[src/rtl/hcsr04_defs_pkg.sv]
// HC-SR04 definitions shared by the emulator and the interface_hcsr04 benches:
// state codes, default 50 MHz timing and the valid distance window.
package hcsr04_defs;

   typedef enum logic [2:0] {
      REPOUSO  = 3'd0,
      TRIGGER  = 3'd1,
      ATRASO   = 3'd2,
      ECO      = 3'd3,
      RECUPERA = 3'd4
   } estado_t;

   localparam int CICLOS_TRIGGER_MIN_PAD = 500;
   localparam int CICLOS_ATRASO_PAD      = 10000;
   localparam int CICLOS_POR_CM_PAD      = 2941;
   localparam int CICLOS_TIMEOUT_PAD     = 1900000;
   localparam int CICLOS_RECUPERA_PAD    = 500000;
   localparam int DIST_MIN_PAD           = 2;
   localparam int DIST_MAX_PAD           = 400;

   // Bits needed to hold 0..modulo-1, never less than one.
   function automatic int largura_de(input int modulo);
      return (modulo > 1) ? $clog2(modulo) : 1;
   endfunction

endpackage

[src/rtl/contador_ciclos.sv]
// Modulus counter: counts 0..ultimo while enabled, then wraps (or holds when SATURA).
// Synchronous active-low clear; fim flags the terminal count.
module contador_ciclos
   import hcsr04_defs::*;
#(
   parameter int MODULO  = 2,
   parameter bit SATURA  = 1'b0,
   localparam int LARGURA = largura_de(MODULO)
) (
   input  logic               clock,
   input  logic               limpa_b,
   input  logic               habilita,
   input  logic [LARGURA-1:0] ultimo,
   output logic               fim
);

   logic [LARGURA-1:0] contagem;

   assign fim = (contagem == ultimo);

   always_ff @(posedge clock) begin
      if (!limpa_b) begin
         contagem <= '0;
      end else if (habilita) begin
         if (fim) begin
            contagem <= SATURA ? ultimo : '0;
         end else begin
            contagem <= contagem + 1'b1;
         end
      end
   end

endmodule

[src/rtl/hcsr04_emulador.sv]
// HC-SR04 responder: validates a trigger pulse, waits the burst delay and returns
// an echo whose width is distance * CICLOS_POR_CM (or the timeout width).
//
//   state    | meaning
//   REPOUSO  | idle, waiting for trigger
//   TRIGGER  | measuring trigger high time
//   ATRASO   | burst delay before echo
//   ECO      | echo high
//   RECUPERA | dead time, trigger ignored
module hcsr04_emulador
   import hcsr04_defs::*;
#(
   parameter int CICLOS_TRIGGER_MIN = CICLOS_TRIGGER_MIN_PAD,
   parameter int CICLOS_ATRASO      = CICLOS_ATRASO_PAD,
   parameter int CICLOS_POR_CM      = CICLOS_POR_CM_PAD,
   parameter int CICLOS_TIMEOUT     = CICLOS_TIMEOUT_PAD,
   parameter int CICLOS_RECUPERA    = CICLOS_RECUPERA_PAD,
   parameter int DIST_MIN           = DIST_MIN_PAD,
   parameter int DIST_MAX           = DIST_MAX_PAD
) (
   input  logic       clock,
   input  logic       reset,
   input  logic       trigger,
   input  logic [8:0] distancia,
   output logic       echo,
   output logic       ocupado,
   output logic [3:0] db_estado
);

   localparam int L_TRIG = largura_de(CICLOS_TRIGGER_MIN + 1);
   localparam int L_ATR  = largura_de(CICLOS_ATRASO);
   localparam int L_PCM  = largura_de(CICLOS_POR_CM);
   localparam int L_CM   = largura_de(DIST_MAX);
   localparam int L_TO   = largura_de(CICLOS_TIMEOUT);
   localparam int L_REC  = largura_de(CICLOS_RECUPERA);

   localparam logic [L_TRIG-1:0] ULT_TRIG = L_TRIG'(CICLOS_TRIGGER_MIN);
   localparam logic [L_ATR-1:0]  ULT_ATR  = L_ATR'(CICLOS_ATRASO - 1);
   localparam logic [L_PCM-1:0]  ULT_PCM  = L_PCM'(CICLOS_POR_CM - 1);
   localparam logic [L_TO-1:0]   ULT_TO   = L_TO'(CICLOS_TIMEOUT - 1);
   localparam logic [L_REC-1:0]  ULT_REC  = L_REC'(CICLOS_RECUPERA - 1);

   estado_t    estado, estado_prox;
   logic [8:0] dist_lat;
   logic [L_CM-1:0] ult_cm;
   logic       dist_valida;
   logic       fim_trig, fim_atraso, fim_pcm, fim_cm, fim_timeout, fim_recupera;
   logic       fim_eco;
   logic       em_eco;

   assign em_eco      = (estado == ECO);
   assign dist_valida = (dist_lat >= 9'(DIST_MIN)) && (dist_lat <= 9'(DIST_MAX));
   assign ult_cm      = L_CM'(dist_lat - 9'd1);
   assign fim_eco     = dist_valida ? (fim_pcm && fim_cm) : fim_timeout;

   // High-cycle count starts at 1 on the REPOUSO sample that sees trigger, then saturates.
   contador_ciclos #(.MODULO(CICLOS_TRIGGER_MIN + 1), .SATURA(1'b1)) u_cont_trigger (
      .clock    (clock),
      .limpa_b  (reset && ((estado == TRIGGER) || ((estado == REPOUSO) && trigger))),
      .habilita (trigger),
      .ultimo   (ULT_TRIG),
      .fim      (fim_trig)
   );

   contador_ciclos #(.MODULO(CICLOS_ATRASO)) u_cont_atraso (
      .clock    (clock),
      .limpa_b  (reset && (estado == ATRASO)),
      .habilita (1'b1),
      .ultimo   (ULT_ATR),
      .fim      (fim_atraso)
   );

   contador_ciclos #(.MODULO(CICLOS_POR_CM)) u_cont_por_cm (
      .clock    (clock),
      .limpa_b  (reset && em_eco),
      .habilita (1'b1),
      .ultimo   (ULT_PCM),
      .fim      (fim_pcm)
   );

   contador_ciclos #(.MODULO(DIST_MAX)) u_cont_cm (
      .clock    (clock),
      .limpa_b  (reset && em_eco),
      .habilita (fim_pcm),
      .ultimo   (ult_cm),
      .fim      (fim_cm)
   );

   contador_ciclos #(.MODULO(CICLOS_TIMEOUT)) u_cont_timeout (
      .clock    (clock),
      .limpa_b  (reset && em_eco),
      .habilita (1'b1),
      .ultimo   (ULT_TO),
      .fim      (fim_timeout)
   );

   contador_ciclos #(.MODULO(CICLOS_RECUPERA)) u_cont_recupera (
      .clock    (clock),
      .limpa_b  (reset && (estado == RECUPERA)),
      .habilita (1'b1),
      .ultimo   (ULT_REC),
      .fim      (fim_recupera)
   );

   always_comb begin
      estado_prox = estado;
      case (estado)
         REPOUSO:  if (trigger) estado_prox = TRIGGER;
         TRIGGER:  if (!trigger) estado_prox = fim_trig ? ATRASO : REPOUSO;
         ATRASO:   if (fim_atraso) estado_prox = ECO;
         ECO:      if (fim_eco) estado_prox = RECUPERA;
         RECUPERA: if (fim_recupera) estado_prox = REPOUSO;
         default:  estado_prox = REPOUSO;
      endcase
   end

   // Outputs are decoded from the next state so they change on the same edge as estado.
   always_ff @(posedge clock) begin
      if (!reset) begin
         estado   <= REPOUSO;
         echo     <= 1'b0;
         ocupado  <= 1'b0;
         dist_lat <= '0;
      end else begin
         estado  <= estado_prox;
         echo    <= (estado_prox == ECO);
         ocupado <= (estado_prox != REPOUSO);
         if ((estado == TRIGGER) && (estado_prox == ATRASO)) begin
            dist_lat <= distancia;
         end
      end
   end

   assign db_estado = {1'b0, estado};

endmodule

[config.mk]
export PLATFORM = sky130hd
export DESIGN_NAME = hcsr04_emulador
export DESIGN_NICKNAME = d
export VERILOG_FILES = /design/src/rtl/hcsr04_defs_pkg.sv /design/src/rtl/contador_ciclos.sv /design/src/rtl/hcsr04_emulador.sv
export SDC_FILE = /design/constraint.sdc
export NUM_CORES = 1
export LEC_CHECK = 0
export ABC_AREA = 0
export CORE_MARGIN = 4
export CORE_UTILIZATION = 40
export DETAILED_ROUTE_END_ITERATION = 10
export GPL_TIMING_DRIVEN = 0
export SLEW_MARGIN = 10
export SYNTH_ARGS = -nofsm -noshare
export SYNTH_HDL_FRONTEND = slang
export SYNTH_SLANG_ARGS = --single-unit
[constraint.sdc]
create_clock -name clock -period 5.72 [get_ports clock]
set_input_delay 1.716 -clock clock [delete_from_list [all_inputs] [get_ports clock]]
set_output_delay 1.716 -clock clock [all_outputs]
set_load 0.05 [all_outputs]
==> results_dict.tcl <==
set metrics [dict create \
    outcome "finished, final reports clean" \
    synth_cell_types 49 \
    fp.dieW_um 114 \
    ys_ff_latch 98 \
    clk_pin_slew_ps 70 \
    cp_num_cells 1 \
    hp-class "reg -> reg" \
    reg2reg_depth 10 \
    critPathRequiredTime_ps 4000 \
    num_rows 38 \
    p_per_area_mw_per_mm2 269 \
    ys.flop_type "dfxtp_1" \
    io_pins 18 \
    cp-endpoint "db_estado[1]" \
    antenna_cells 0 \
    via_per_inst 4.96 \
    syn-cell-area_mm2 0.00453 \
    r2r_start "u_cont_recupera.contagem[0]" \
    drt-pass1-iter-count 4 \
    syn_inst 530 \
    place.gp.congestion 0.815 \
    worst_pin_slew_ps 676 \
    clockBufferDepth 2 \
    cts_tree "yes" \
    maxCapViolCount 0 \
    dp_slack_ps 1980 \
    synth_warnings 0 \
    rsz0062_at_grt "false" \
    rr_endpoint "u_cont_recupera.contagem[13]" \
    avgSynthCellArea_um2 8.55 \
    numPortBuffers 15 \
    path_class "reg -> out" \
    crit_family "buffers and inverters" \
    path_cells "clkdlybuf4s50_1" \
    grt_pass1_wl_mm 14.9 \
    finalSetupViolCount 0 \
    finalClockSkew_ps 7.87 \
    final_cell_mix "nor2_1 (107), dfxtp_1 (98), xor2_1 (41)" \
    cp_max_fo 10 \
    grt_max_degree 17 \
    maxSlewHeadroom_pct 55.0 \
    final.min_clock_period_ps 3420 \
    drt_iter0_drc 108 \
    async_flop_share_pct 0 \
    postCtsSetupRepairBufs 0 \
    cts_sinks 98 \
    grt_usage_pct 13.8 \
    clk_latency_ps 340 \
    critPathBufInv 1 \
    synth-edff-count 0 \
    root_buffer "clkbuf_16" \
    r2r_setup_slack_ps 2860 \
    power_w 0.00140 \
    die_h_um 114 \
    crit_slowest_cell "clkdlybuf4s50_1" \
    final_layout_size_suffix_gt1_share_pct 4.28 \
    layout_commonest_cell "nor2_1" \
    antenna_found_initial 0 \
    tns_ps 0 \
    cp-end-kind "primary output" \
    worst_slack_ps 2300 \
    die_area_mm2 0.0131 \
    place_hpwl_mm 6.16 \
    finalHoldViolations 0 \
    fillers 1034 \
    initial_utilization_pct 41.3 \
    grt_overflow_total 0 \
    cts_buffers 9 \
    worstPathArrival_ps 1700 \
    drt_wl_total_mm 8.32 \
    core_mm2 0.0110 \
    utilization_pct 47.4 \
    vdd_drop_max_mv 0.261 \
    power.leakage_nw 1.71 \
    first_global_vias 3356 \
    wl_per_cell_um 11.9 \
    fin_nets 578 \
    fin_crit_sh_pct 59.8 \
    cts_hold_buf 0 \
    drcViolationCount 0 \
    slew_viol_final 0 \
    timing.fmax_mhz 293 \
    cts_resized 0 \
    synth_fp_nets 552 \
    htree_levels 3 \
    critical-path-max-stage-delay_ps 880 \
    critPathLaunch "estado[1]" \
    synth_seq_area_share_pct 43.3 \
    worstSetupStartpointType "register" \
    final_antenna_net_count 0 \
    vias 3479 \
    synthToLayoutAreaGrowth_pct 14.9 \
]
==> worst min path at each step <==
| stage | startpoint | endpoint | slack (ps) | cells past startpoint |
|---|---|---|---|---|
| after detailed placement | u_cont_atraso.contagem[0] | u_cont_atraso.contagem[0] | 430 | 1 |
| after global routing | u_cont_atraso.contagem[0] | u_cont_atraso.contagem[0] | 480 | 1 |
| after CTS | u_cont_atraso.contagem[0] | u_cont_atraso.contagem[0] | 450 | 1 |
| after floorplan | u_cont_atraso.contagem[0] | u_cont_atraso.contagem[0] | 410 | 1 |
| after global placement | u_cont_atraso.contagem[0] | u_cont_atraso.contagem[0] | 420 | 1 |
| final | u_cont_atraso.contagem[0] | u_cont_atraso.contagem[0] | 440 | 1 |
==> sequential cells by signal, summed over array words and instances (netlist names) <==
register                  flops
u_cont_trigger.contagem       9
u_cont_por_cm.contagem       12
dist_lat                      9
u_cont_cm.contagem            9
estado                        3
u_cont_recupera.contagem     19
echo                          1
ocupado                       1
u_cont_timeout.contagem      21
u_cont_atraso.contagem       14
==> stage by stage <==
stage / hold slack [ps] / area [um^2] / cells
global route: 479 / 5210 / 701
detailed placement: 433 / 4860 / 685
floorplan: 413 / 4530 / 530
global placement: 425 / 4860 / 685
finish: 441 / 5210 / 701
CTS: 446 / 5210 / 701
==> kinds of logic after synthesis <==
family / share of synthesized area [%]
simple gates: 29.3
flops: 43.3
xor+xnor: 14.7
compound gates: 4.47
buf+inv: 2.73
mux: 2.68
fa+ha+maj: 2.76
other cells: 0.0827
==> synthesized netlist by cell type (2+ instances only) <==
library cell | instances | share of area [%]
or3_1 | 7 | 0.97
o21ai_0 | 13 | 1.4
nor4b_1 | 4 | 0.77
nor2b_1 | 10 | 1.4
clkbuf_1 | 14 | 1.2
nor3b_1 | 2 | 0.33
or4b_2 | 2 | 0.44
nand2b_1 | 3 | 0.41
xnor2_1 | 35 | 6.8
nand4_1 | 16 | 2.2
dfxtp_1 | 98 | 43
a21oi_1 | 9 | 0.99
ha_1 | 10 | 2.8
or4_1 | 2 | 0.33
inv_1 | 16 | 1.3
o21bai_1 | 2 | 0.33
o21ai_1 | 2 | 0.22
nor3_1 | 9 | 0.99
nor4_1 | 2 | 0.28
nand2_1 | 31 | 2.6
and2_1 | 6 | 0.83
a31oi_1 | 3 | 0.41
xor2_1 | 41 | 7.9
nor2_1 | 107 | 8.9
and4_1 | 5 | 0.97
nand3_1 | 36 | 4.0
mux2i_1 | 11 | 2.4
and3_1 | 13 | 1.8
==> per-layer routing <==
layer / track usage (%) / part of all wire (%)
met3: 4.28 / 3.4
met4: 3.56 / 0.93
met1: 17.8 / 49
met2: 22.6 / 46
met5: 0 / 0
==> final cells by class <==
class                           count  area (um^2)  area share (%)
Clock inverter                      6          113            2.16
Inverter                           16         60.1            1.15
Buffer                             16         63.8            1.22
Timing Repair Buffer               15          150            2.88
Clock buffer                       10          239            4.59
Sequential cell                    98         1960            37.7
Tap cell                          140          175            3.36
Multi-Input combinational cell    400         2450            47.0
==> power by group <==
group	internal (W)	leakage (nW)	total (W)	switching [W]
Clock	0.000441	0.173	0.000693	0.000253
Combinational	0.0000117	0.750	0.0000241	0.0000124
Sequential	0.000684	0.790	0.000685	0.00000108
(Power assumes the default switching activity.)
